**src/rtl/cpu_boot_ctrl.sv**
```systemverilog
// cpu_boot_ctrl: streams a program into imem and data into dmem, runs the cpu
// for a latched cycle count, then streams dmem back out.
module cpu_boot_ctrl #(
  parameter int CNT_W  = 10,
  parameter int RD_LAT = 1
) (
  input  logic             clk,
  input  logic             arst_n,
  input  logic             start,
  input  logic [CNT_W-1:0] imem_words,
  input  logic [CNT_W-1:0] dmem_words,
  input  logic [31:0]      run_cycles,
  input  logic             in_valid,
  input  logic [63:0]      in_data,
  output logic             in_ready,
  output logic [63:0]      addr_ext,
  output logic             wen_ext,
  output logic             ren_ext,
  output logic [31:0]      wdata_ext,
  output logic [63:0]      addr_ext_2,
  output logic             wen_ext_2,
  output logic             ren_ext_2,
  output logic [63:0]      wdata_ext_2,
  input  logic [63:0]      rdata_ext_2,
  output logic             cpu_enable,
  output logic             out_valid,
  output logic [63:0]      out_data,
  input  logic             out_ready,
  output logic             busy,
  output logic             done
);
  localparam int WW = $clog2(RD_LAT + 2);
  typedef enum logic [2:0] {IDLE, LOAD_I, LOAD_D, RUN, DUMP_RD, DUMP_WAIT, DUMP_OUT, DONE} state_t;
  state_t           state_q, state_d;
  logic [CNT_W-1:0] imem_q, imem_d, dmem_q, dmem_d, cnt_q, cnt_d;
  logic [31:0]      run_q, run_d, run_cnt_q, run_cnt_d;
  logic [WW-1:0]    wait_q, wait_d;
  logic [63:0]      addr_i_q, addr_i_d, addr_d_q, addr_d_d, wdata_d_q, wdata_d_d, out_data_q, out_data_d;
  logic [31:0]      wdata_i_q, wdata_i_d;
  logic             wen_i_q, wen_i_d, wen_d_q, wen_d_d, ren_d_q, ren_d_d, en_q, en_d;
  logic             out_valid_q, out_valid_d, busy_q, busy_d, done_q, done_d;
  // Zero counts skip their phase entirely, so a phase never opens in_ready for nothing.
  function automatic state_t after_run(input logic [CNT_W-1:0] d);
    return d != '0 ? DUMP_RD : DONE;
  endfunction
  function automatic state_t after_load_d(input logic [CNT_W-1:0] d, input logic [31:0] r);
    return r != '0 ? RUN : after_run(d);
  endfunction
  function automatic state_t after_load_i(input logic [CNT_W-1:0] d, input logic [31:0] r);
    return d != '0 ? LOAD_D : after_load_d(d, r);
  endfunction
  assign in_ready    = state_q == LOAD_I || state_q == LOAD_D;
  assign addr_ext    = addr_i_q;
  assign wen_ext     = wen_i_q;
  assign ren_ext     = 1'b0;
  assign wdata_ext   = wdata_i_q;
  assign addr_ext_2  = addr_d_q;
  assign wen_ext_2   = wen_d_q;
  assign ren_ext_2   = ren_d_q;
  assign wdata_ext_2 = wdata_d_q;
  assign cpu_enable  = en_q;
  assign out_valid   = out_valid_q;
  assign out_data    = out_data_q;
  assign busy        = busy_q;
  assign done        = done_q;
  always_comb begin
    state_d     = state_q;
    imem_d      = imem_q;
    dmem_d      = dmem_q;
    run_d       = run_q;
    cnt_d       = cnt_q;
    run_cnt_d   = run_cnt_q;
    wait_d      = wait_q;
    addr_i_d    = addr_i_q;
    wdata_i_d   = wdata_i_q;
    addr_d_d    = addr_d_q;
    wdata_d_d   = wdata_d_q;
    out_data_d  = out_data_q;
    out_valid_d = out_valid_q;
    wen_i_d     = 1'b0;
    wen_d_d     = 1'b0;
    ren_d_d     = 1'b0;
    en_d        = 1'b0;
    case (state_q)
      IDLE, DONE: if (start) begin
        imem_d    = imem_words;
        dmem_d    = dmem_words;
        run_d     = run_cycles;
        cnt_d     = '0;
        run_cnt_d = '0;
        state_d   = imem_words != '0 ? LOAD_I : after_load_i(dmem_words, run_cycles);
      end
      LOAD_I: if (in_valid) begin
        wen_i_d   = 1'b1;
        addr_i_d  = 64'(cnt_q) << 2;
        wdata_i_d = in_data[31:0];
        cnt_d     = cnt_q == imem_q - CNT_W'(1) ? '0 : cnt_q + CNT_W'(1);
        state_d   = cnt_q == imem_q - CNT_W'(1) ? after_load_i(dmem_q, run_q) : LOAD_I;
      end
      LOAD_D: if (in_valid) begin
        wen_d_d   = 1'b1;
        addr_d_d  = 64'(cnt_q) << 3;
        wdata_d_d = in_data;
        cnt_d     = cnt_q == dmem_q - CNT_W'(1) ? '0 : cnt_q + CNT_W'(1);
        state_d   = cnt_q == dmem_q - CNT_W'(1) ? after_load_d(dmem_q, run_q) : LOAD_D;
      end
      // The first RUN cycle is left idle so it never overlaps the last load write.
      RUN: begin
        en_d      = run_cnt_q != run_q;
        run_cnt_d = run_cnt_q != run_q ? run_cnt_q + 32'd1 : run_cnt_q;
        state_d   = run_cnt_q != run_q ? RUN : after_run(dmem_q);
      end
      DUMP_RD: begin
        ren_d_d  = 1'b1;
        addr_d_d = 64'(cnt_q) << 3;
        wait_d   = '0;
        state_d  = DUMP_WAIT;
      end
      DUMP_WAIT: if (wait_q == WW'(RD_LAT)) begin
        out_data_d  = rdata_ext_2;
        out_valid_d = 1'b1;
        state_d     = DUMP_OUT;
      end else wait_d = wait_q + WW'(1);
      DUMP_OUT: if (out_ready) begin
        out_valid_d = 1'b0;
        cnt_d       = cnt_q + CNT_W'(1);
        state_d     = cnt_q == dmem_q - CNT_W'(1) ? DONE : DUMP_RD;
      end
      default: state_d = IDLE;
    endcase
    busy_d = !(state_d == IDLE || state_d == DONE);
    done_d = state_d == DONE;
  end
  always_ff @(posedge clk or negedge arst_n) begin
    if (!arst_n) begin
      state_q     <= IDLE;
      imem_q      <= '0;
      dmem_q      <= '0;
      run_q       <= '0;
      cnt_q       <= '0;
      run_cnt_q   <= '0;
      wait_q      <= '0;
      addr_i_q    <= '0;
      wdata_i_q   <= '0;
      addr_d_q    <= '0;
      wdata_d_q   <= '0;
      out_data_q  <= '0;
      out_valid_q <= 1'b0;
      wen_i_q     <= 1'b0;
      wen_d_q     <= 1'b0;
      ren_d_q     <= 1'b0;
      en_q        <= 1'b0;
      busy_q      <= 1'b0;
      done_q      <= 1'b0;
    end else begin
      state_q     <= state_d;
      imem_q      <= imem_d;
      dmem_q      <= dmem_d;
      run_q       <= run_d;
      cnt_q       <= cnt_d;
      run_cnt_q   <= run_cnt_d;
      wait_q      <= wait_d;
      addr_i_q    <= addr_i_d;
      wdata_i_q   <= wdata_i_d;
      addr_d_q    <= addr_d_d;
      wdata_d_q   <= wdata_d_d;
      out_data_q  <= out_data_d;
      out_valid_q <= out_valid_d;
      wen_i_q     <= wen_i_d;
      wen_d_q     <= wen_d_d;
      ren_d_q     <= ren_d_d;
      en_q        <= en_d;
      busy_q      <= busy_d;
      done_q      <= done_d;
    end
  end
endmodule

```
**config.mk**
```make
export PLATFORM = sky130hd
export DESIGN_NAME = cpu_boot_ctrl
export DESIGN_NICKNAME = d
export VERILOG_FILES = /design/src/rtl/cpu_boot_ctrl.sv
export SDC_FILE = /design/constraint.sdc
export NUM_CORES = 1
export LEC_CHECK = 0
export ABC_AREA = 1
export ABC_CLOCK_PERIOD_IN_PS = 4900
export BUFFER_PORTS_ARGS = -buffer_cell sky130_fd_sc_hd__buf_4
export CORE_AREA = 2 2 186 188
export CTS_CLUSTER_DIAMETER = 200
export DETAILED_ROUTE_END_ITERATION = 12
export DIE_AREA = 0 0 188 190
export PLACE_DENSITY = 0.78
export SETUP_SLACK_MARGIN = 0.15
export SYNTH_ARGS = -nofsm -noshare
export SYNTH_HDL_FRONTEND = slang
export SYNTH_SLANG_ARGS = --single-unit
```
**constraint.sdc**
```tcl
create_clock -name clk -period 4.9 [get_ports clk]
set_clock_uncertainty 0.15 [all_clocks]
set_input_delay 0 -clock clk [delete_from_list [all_inputs] [get_ports clk]]
set_output_delay 0 -clock clk [all_outputs]
set_load 0.05 [all_outputs]
```
==> reports/results.ini, run 1 <==
[drt]
met2_length_um=22300
wirelength_um=46200
highest_layer=met4
via_per_inst=4.93
drtAntennaViolNets=0
drt_first_iter_violations=878
met1_length_um=18500
firstDrtPassIters=5
via_count=14100
route.detailed.wl_per_inst_um=16.2
route.met3.wl_um=3060
drc=0

[timing]
finalSetupViolCount=0
rsz0062_at_grt=false
relSlewSlack_pct=21.7
hold_slack_ns=0.0912
hold_viol_final=0
post-route-period-util_pct=68.9
slew_violations=0
worst_slew_pin_slew_ns=1.17
setup_tns_ns=0
fmax_mhz=296
layout_min_cycle_time_ns=3.37

[logic_synthesis]
synthTopCellsByArea=dfrtp_1 (51%), nand2_1 (19%), buf_4 (5.9%)
ys_warn_count=0
ys.flop_type=dfrtp_1
synthCells=1795
synth_largest_area_cell=dfrtp_1
async_flop_share_pct=100
syn-cell-area_um2=14200
synth_seq_area_share_pct=50.6
synth_seq_cells=286
ys_top_cells_by_count=nand2_1 (703), dfrtp_1 (286), nor2_1 (130)
avgSynthCellArea_um2=7.88
synth_top_area_share_pct=50.6
synth_cell_types=42
post-synth-top-count-cell=nand2_1
synth_edf_count=0

[power]
power_density_nw_per_um2=669
ir_drop_mv=0.505
leakage_uw=0.0103

[floorplanning]
fp.dieW_um=188
std_cell_rows=68
core_area_um2=33900
dieArea_um2=35700
ios=482
start_util_pct=41.7
die_h_um=190

[placed_design]
dp.cells=2570
dp_hpwl_um=28900
place.gp.congestion=0.899
placedInstanceArea_um2=16900
numPortBuffers=372

[global_routing]
grtUsageTotal_pct=25.3
grt_max_degree=110
overflow=0
antenna_found_initial=0
grt_first_pass_wirelength_um=73400
grt_pass1_vias=14100

[clock_tree]
cts_resized=0
h-tree-depth=2
root_buffer=clkbuf_16
cts_buffer_depth=3
cts_setup_buffers=0
insertion_delay_ns=0.51
cts_sinks=286
cts_tree=done
cts_made_buffers=34
clk_pin_slew_ns=0.06
ctsHoldBuffers=225

[layout]
syn_to_final_growth_pct=43.3
fillers=2695
finalCoreUtilization_pct=59.7
final_nets=2566
drive_gt1_share_pct=20.3
fin_cells=2853
multiInputGateArea_um2=5760
diodes=0
postLayoutCellArea_um2=20300
seqCellArea_um2=7160

[worst_setup_path]
required_ns=5.20
r2r_cells=10
r2r-end=imem_q[7]
end_kind=register
critical_path_class=reg2reg
arrival_ns=3.67
critPathCapture=imem_q[7]
startpoint=state_q[1]
critPathMaxFanout=45
reg2reg_from=state_q[1]
startpoint_type=register
r2r_setup_slack_ns=1.53

[hold_path]
hp-class=in2reg

[run_status]
outcome=finished, final reports clean

[job]
drv_cap=0

-- cells in the final DEF (no fill, tap or decap), drive strengths merged, types with 2 or more instances in the layout --
cell / n
nor2: 143
dfrtp: 286
ha: 5
inv: 147
dlygate4sd3: 224
a21oi: 21
nor3: 24
nand3: 44
buf: 381
o22ai: 8
nand2: 705
bufinv: 2
xnor2: 29
conb: 109
nand4: 22
nor4: 16
clkbuf: 48
o31ai: 14
o21ai: 135
xor2: 17
clkinv: 9
-- cell type report --
class / instances / area share [%]
Timing Repair Buffer: 605 / 25.4
Sequential cell: 286 / 35.3
Inverter: 148 / 2.74
Multi-Input combinational cell: 1301 / 28.4
Clock buffer: 48 / 4.87
Clock inverter: 10 / 0.512
Tap cell: 455 / 2.81
-- where the power goes --
group	switching [µW]	total, µW	leakage [µW]	internal, µW
Clock	994	2500	0.000541	1510
Combinational	4980	7050	0.00610	2070
Sequential	704	4010	0.00363	3300
Total	6680	13600	0.0103	6880
-- state kept, by name, summed over array words and instances (netlist names), 32 cells and up --
name	count
out_data	64
wdata_ext_2	64
run_cnt_q	32
run_q	32
wdata_ext	32
-- per-layer routing --
layer	GRT usage, %	up-vias
li1	-	6572
met1	31.5	6678
met2	42.1	612
met3	5.28	193
met4	12.2	0
met5	0	-
-- cell families (layout without fill, tap and decap cells) --
kind of cell | after synthesis | after routing | share of synthesized area, %
and+or+nand+nor | 958 | 958 | 27.4
muxes | 1 | 1 | 0.0796
adders and majority gates | 5 | 5 | 0.442
DFF | 286 | 286 | 50.6
AOI/OAI and AO/OA | 182 | 182 | 6.98
xor gates and xnor gates | 46 | 46 | 2.85
buffers and inverters | 316 | 811 | 11.6
other | 1 | 109 | 0.0265
-- how the worst min path moves through the flow --
stage,startpoint,endpoint,slack (ns),cells after the start
after floorplan,arst_n,addr_ext[10],-0.45,0
after global placement,arst_n,out_data[19],-0.18,1
after detailed placement,arst_n,out_data[6],-0.18,1
after CTS,rdata_ext_2[62],out_data[62],0.06,4
after global routing,rdata_ext_2[22],out_data[22],0.09,4
final,rdata_ext_2[22],out_data[22],0.09,4
-- per-stage QoR --
stage / setup slack [ns] / total power [µW]
after CTS: 1.64 / 13400
after global routing: 1.32 / 14300
after global placement: 1.72 / 10500
final: 1.53 / 13600
after floorplan: 2.83 / 8660
after detailed placement: 1.68 / 10600
-- critical path: stages (launching register included) --
cell and delay (ns):
dfrtp_1 0.42, nor2_1 0.28, nor2_1 0.09, nor2_2 0.23
nand2_1 0.08, buf_4 0.25, inv_2 0.53, buf_4 0.47
nand2_1 0.15, nand2_1 0.10, dlygate4sd3_1 0.55
Power figures use the tool's default switching activity.
==> run 2: changes to the inputs <==
Settings changed: ABC_CLOCK_PERIOD_IN_PS 4900 to 3320.
Clock period 4.9 ns to 3.32 ns, I/O delays scaled along.
==> reports/results.ini, run 2 (same netlist as run 1, synthesis figures left out) <==
[run_status]
outcome=finished, final reports clean

[power]
total_power_uw=19500  ; +44%
leakage_uw=0.0102  ; -1.0%
internal_power_uw=9770  ; +42%
p_comb_share_pct=52.9  ; +0.9 points
pwr-share-seq_pct=30.1  ; +0.5 points
ir_drop_mv=0.704  ; +39%
power_density_nw_per_um2=979  ; +46%
power.switching_uw=9740  ; +46%
p_clk_share_pct=16.9  ; -1.5 points
swShare_pct=49.9  ; +0.71 points

[clock_tree]
cts_tree=done
cts_setup_buffers=0  ; unchanged
clk_pin_slew_ns=0.07  ; about the same
h-tree-depth=1  ; -1
cts_sinks=286  ; unchanged
cts_buffer_depth=3  ; unchanged
insertion_delay_ns=0.56  ; +0.05 ns
cts_made_buffers=31  ; -8.8%
root_buffer=clkbuf_16

[drt]
drc=0  ; unchanged
wirelength_um=45000  ; -2.5%
via_per_inst=4.89  ; -0.83%
via_count=13800  ; -1.7%
route.detailed.wl_per_inst_um=15.9  ; -1.7%
drtAntennaViolNets=0  ; unchanged
firstDrtPassIters=7  ; +2
drt_first_iter_violations=952  ; +8.4%

[worst_setup_path]
worstPathCellList=nor2_1 -> nor2_1 -> nor2_2 -> nand2_2 -> inv_2 -> buf_6 -> nand2_1 -> nand2_1 -> dlygate4sd3_1
required_ns=3.66  ; -1.54 ns
worst_path_max_delay_cell=dlygate4sd3_1
r2r-end=imem_q[7]
critPathMaxFanout=61  ; +36%
r2r_setup_slack_ns=0.50  ; -1.03 ns
r2r_cells=9  ; -1
arrival_ns=3.16  ; -0.51 ns
startpoint_type=register
critical_path_class=reg2reg
end_kind=register
reg2reg_from=state_q[1]
slowest_delay_ns=0.58  ; +0.03 ns

[floorplanning]
std_cell_rows=68  ; unchanged
dieArea_um2=35700  ; unchanged
die_h_um=190  ; unchanged
core_area_um2=33900  ; unchanged
start_util_pct=41.7  ; unchanged
fp.dieW_um=188  ; unchanged
ios=482  ; unchanged

[timing]
fmax_mhz=354  ; +20%
setup_tns_ns=0  ; unchanged
rsz0062_at_grt=false
layout_min_cycle_time_ns=2.82  ; -0.553 ns
finalSetupViolCount=0  ; unchanged
relSlewSlack_pct=23.9  ; +2.2 points
post-route-period-util_pct=85.0  ; +16 points
slew_violations=0  ; unchanged
worst_slew_pin_slew_ns=1.14  ; -0.0326 ns
hold_viol_final=0  ; unchanged

[layout]
seqCellArea_um2=7160  ; unchanged
final_common_cell=nand2_1
drive_gt1_share_pct=20.8  ; +0.48 points
syn_to_final_growth_pct=40.7
fillers=2772  ; +2.9%
mostFrequentLayoutCells=nand2_1 (702), buf_4 (382), dfrtp_1 (286)
final_nets=2540  ; -1.0%
multiInputGateArea_um2=5760  ; about the same

[global_routing]
grtUsageTotal_pct=24.4  ; -0.91 points
overflow=0  ; unchanged
grt_max_degree=97  ; -12%
grt_pass1_vias=13900  ; -1.6%
grt_first_pass_wirelength_um=71100  ; -3.1%
antenna_found_initial=1  ; +1

[hold_path]
hold_path_depth=4  ; unchanged
holdPathEnd=out_data[42]
holdCritStartpoint=rdata_ext_2[42]
hp-class=in2reg

[placed_design]
numPortBuffers=372  ; unchanged
dp_hpwl_um=29300  ; +1.2%
place.gp.congestion=0.927  ; +3.2%

[job]
drv_cap=0  ; unchanged

-- run 2: worst max-delay path by stage --
stage               startpoint   endpoint  slack, ns
floorplan           state_q[1]   cnt_q[0]       1.25
global placement    state_q[1]  run_q[17]       0.83
detailed placement  state_q[1]  run_q[17]       0.84
CTS                 state_q[1]  run_q[31]       0.35
global route        state_q[1]  imem_q[7]       0.30
finish              state_q[1]  imem_q[7]       0.50
-- run 2: power by group through the flow --
stage | Clock [µW] | Combinational, µW | Sequential [µW]
6_report | 3310 | 10300 | 5870
5_1_grt | 3540 | 11100 | 6030
4_1_cts | 3370 | 10200 | 5830
3_5_place_dp | 0 | 9900 | 5870
3_3_place_gp | 0 | 9710 | 5820
2_1_floorplan | 0 | 3560 | 9220
-- run 2: routing by layer --
metal | up-vias | wire (µm) | track usage (%)
met2 | 591 | 22100 | 42.0
met3 | 129 | 3350 | 5.39
met5 | - | 0 | 0
li1 | 6519 | - | -
met1 | 6577 | 17900 | 29.9
met4 | 0 | 1700 | 9.60
-- run 2: layout make-up --
| type | count | share of cell area, % |
|---|---|---|
| multi-input cells | 1301 | 28.9 |
| inverters | 148 | 2.79 |
| clock buffers | 46 | 4.63 |
| well taps | 455 | 2.86 |
| flip-flops and latches | 286 | 35.9 |
| diodes | 1 | 0.0126 |
| clock inverters | 9 | 0.258 |
| repair buffers | 582 | 24.6 |
-- run 2: worst max-delay path, delay by kind of cell (launching register included) --
family | cells | cell delay, ns
buf+inv | 3 | 1.08
simple gates | 6 | 1.05
flops | 1 | 0.44
-- run 2: timing repair --
action,in CTS,in global routing
hold buffers,196,0
setup endpoints to repair,0,11
hold endpoints to repair,517,0
resized for setup,0,2
-- run 2: stage by stage --
stage	utilization [%]	std cells	setup slack, ns	instance area [µm²]	hold WS, ns
floorplan	-	1903	1.25	14600	-0.446
global placement	50.0	2576	0.829	17000	-0.0844
detailed placement	50.0	2576	0.838	17000	-0.0753
CTS	58.6	2827	0.346	19900	0.0176
global route	58.7	2828	0.296	19900	0.0263
finish	58.7	2828	0.498	19900	0.0416
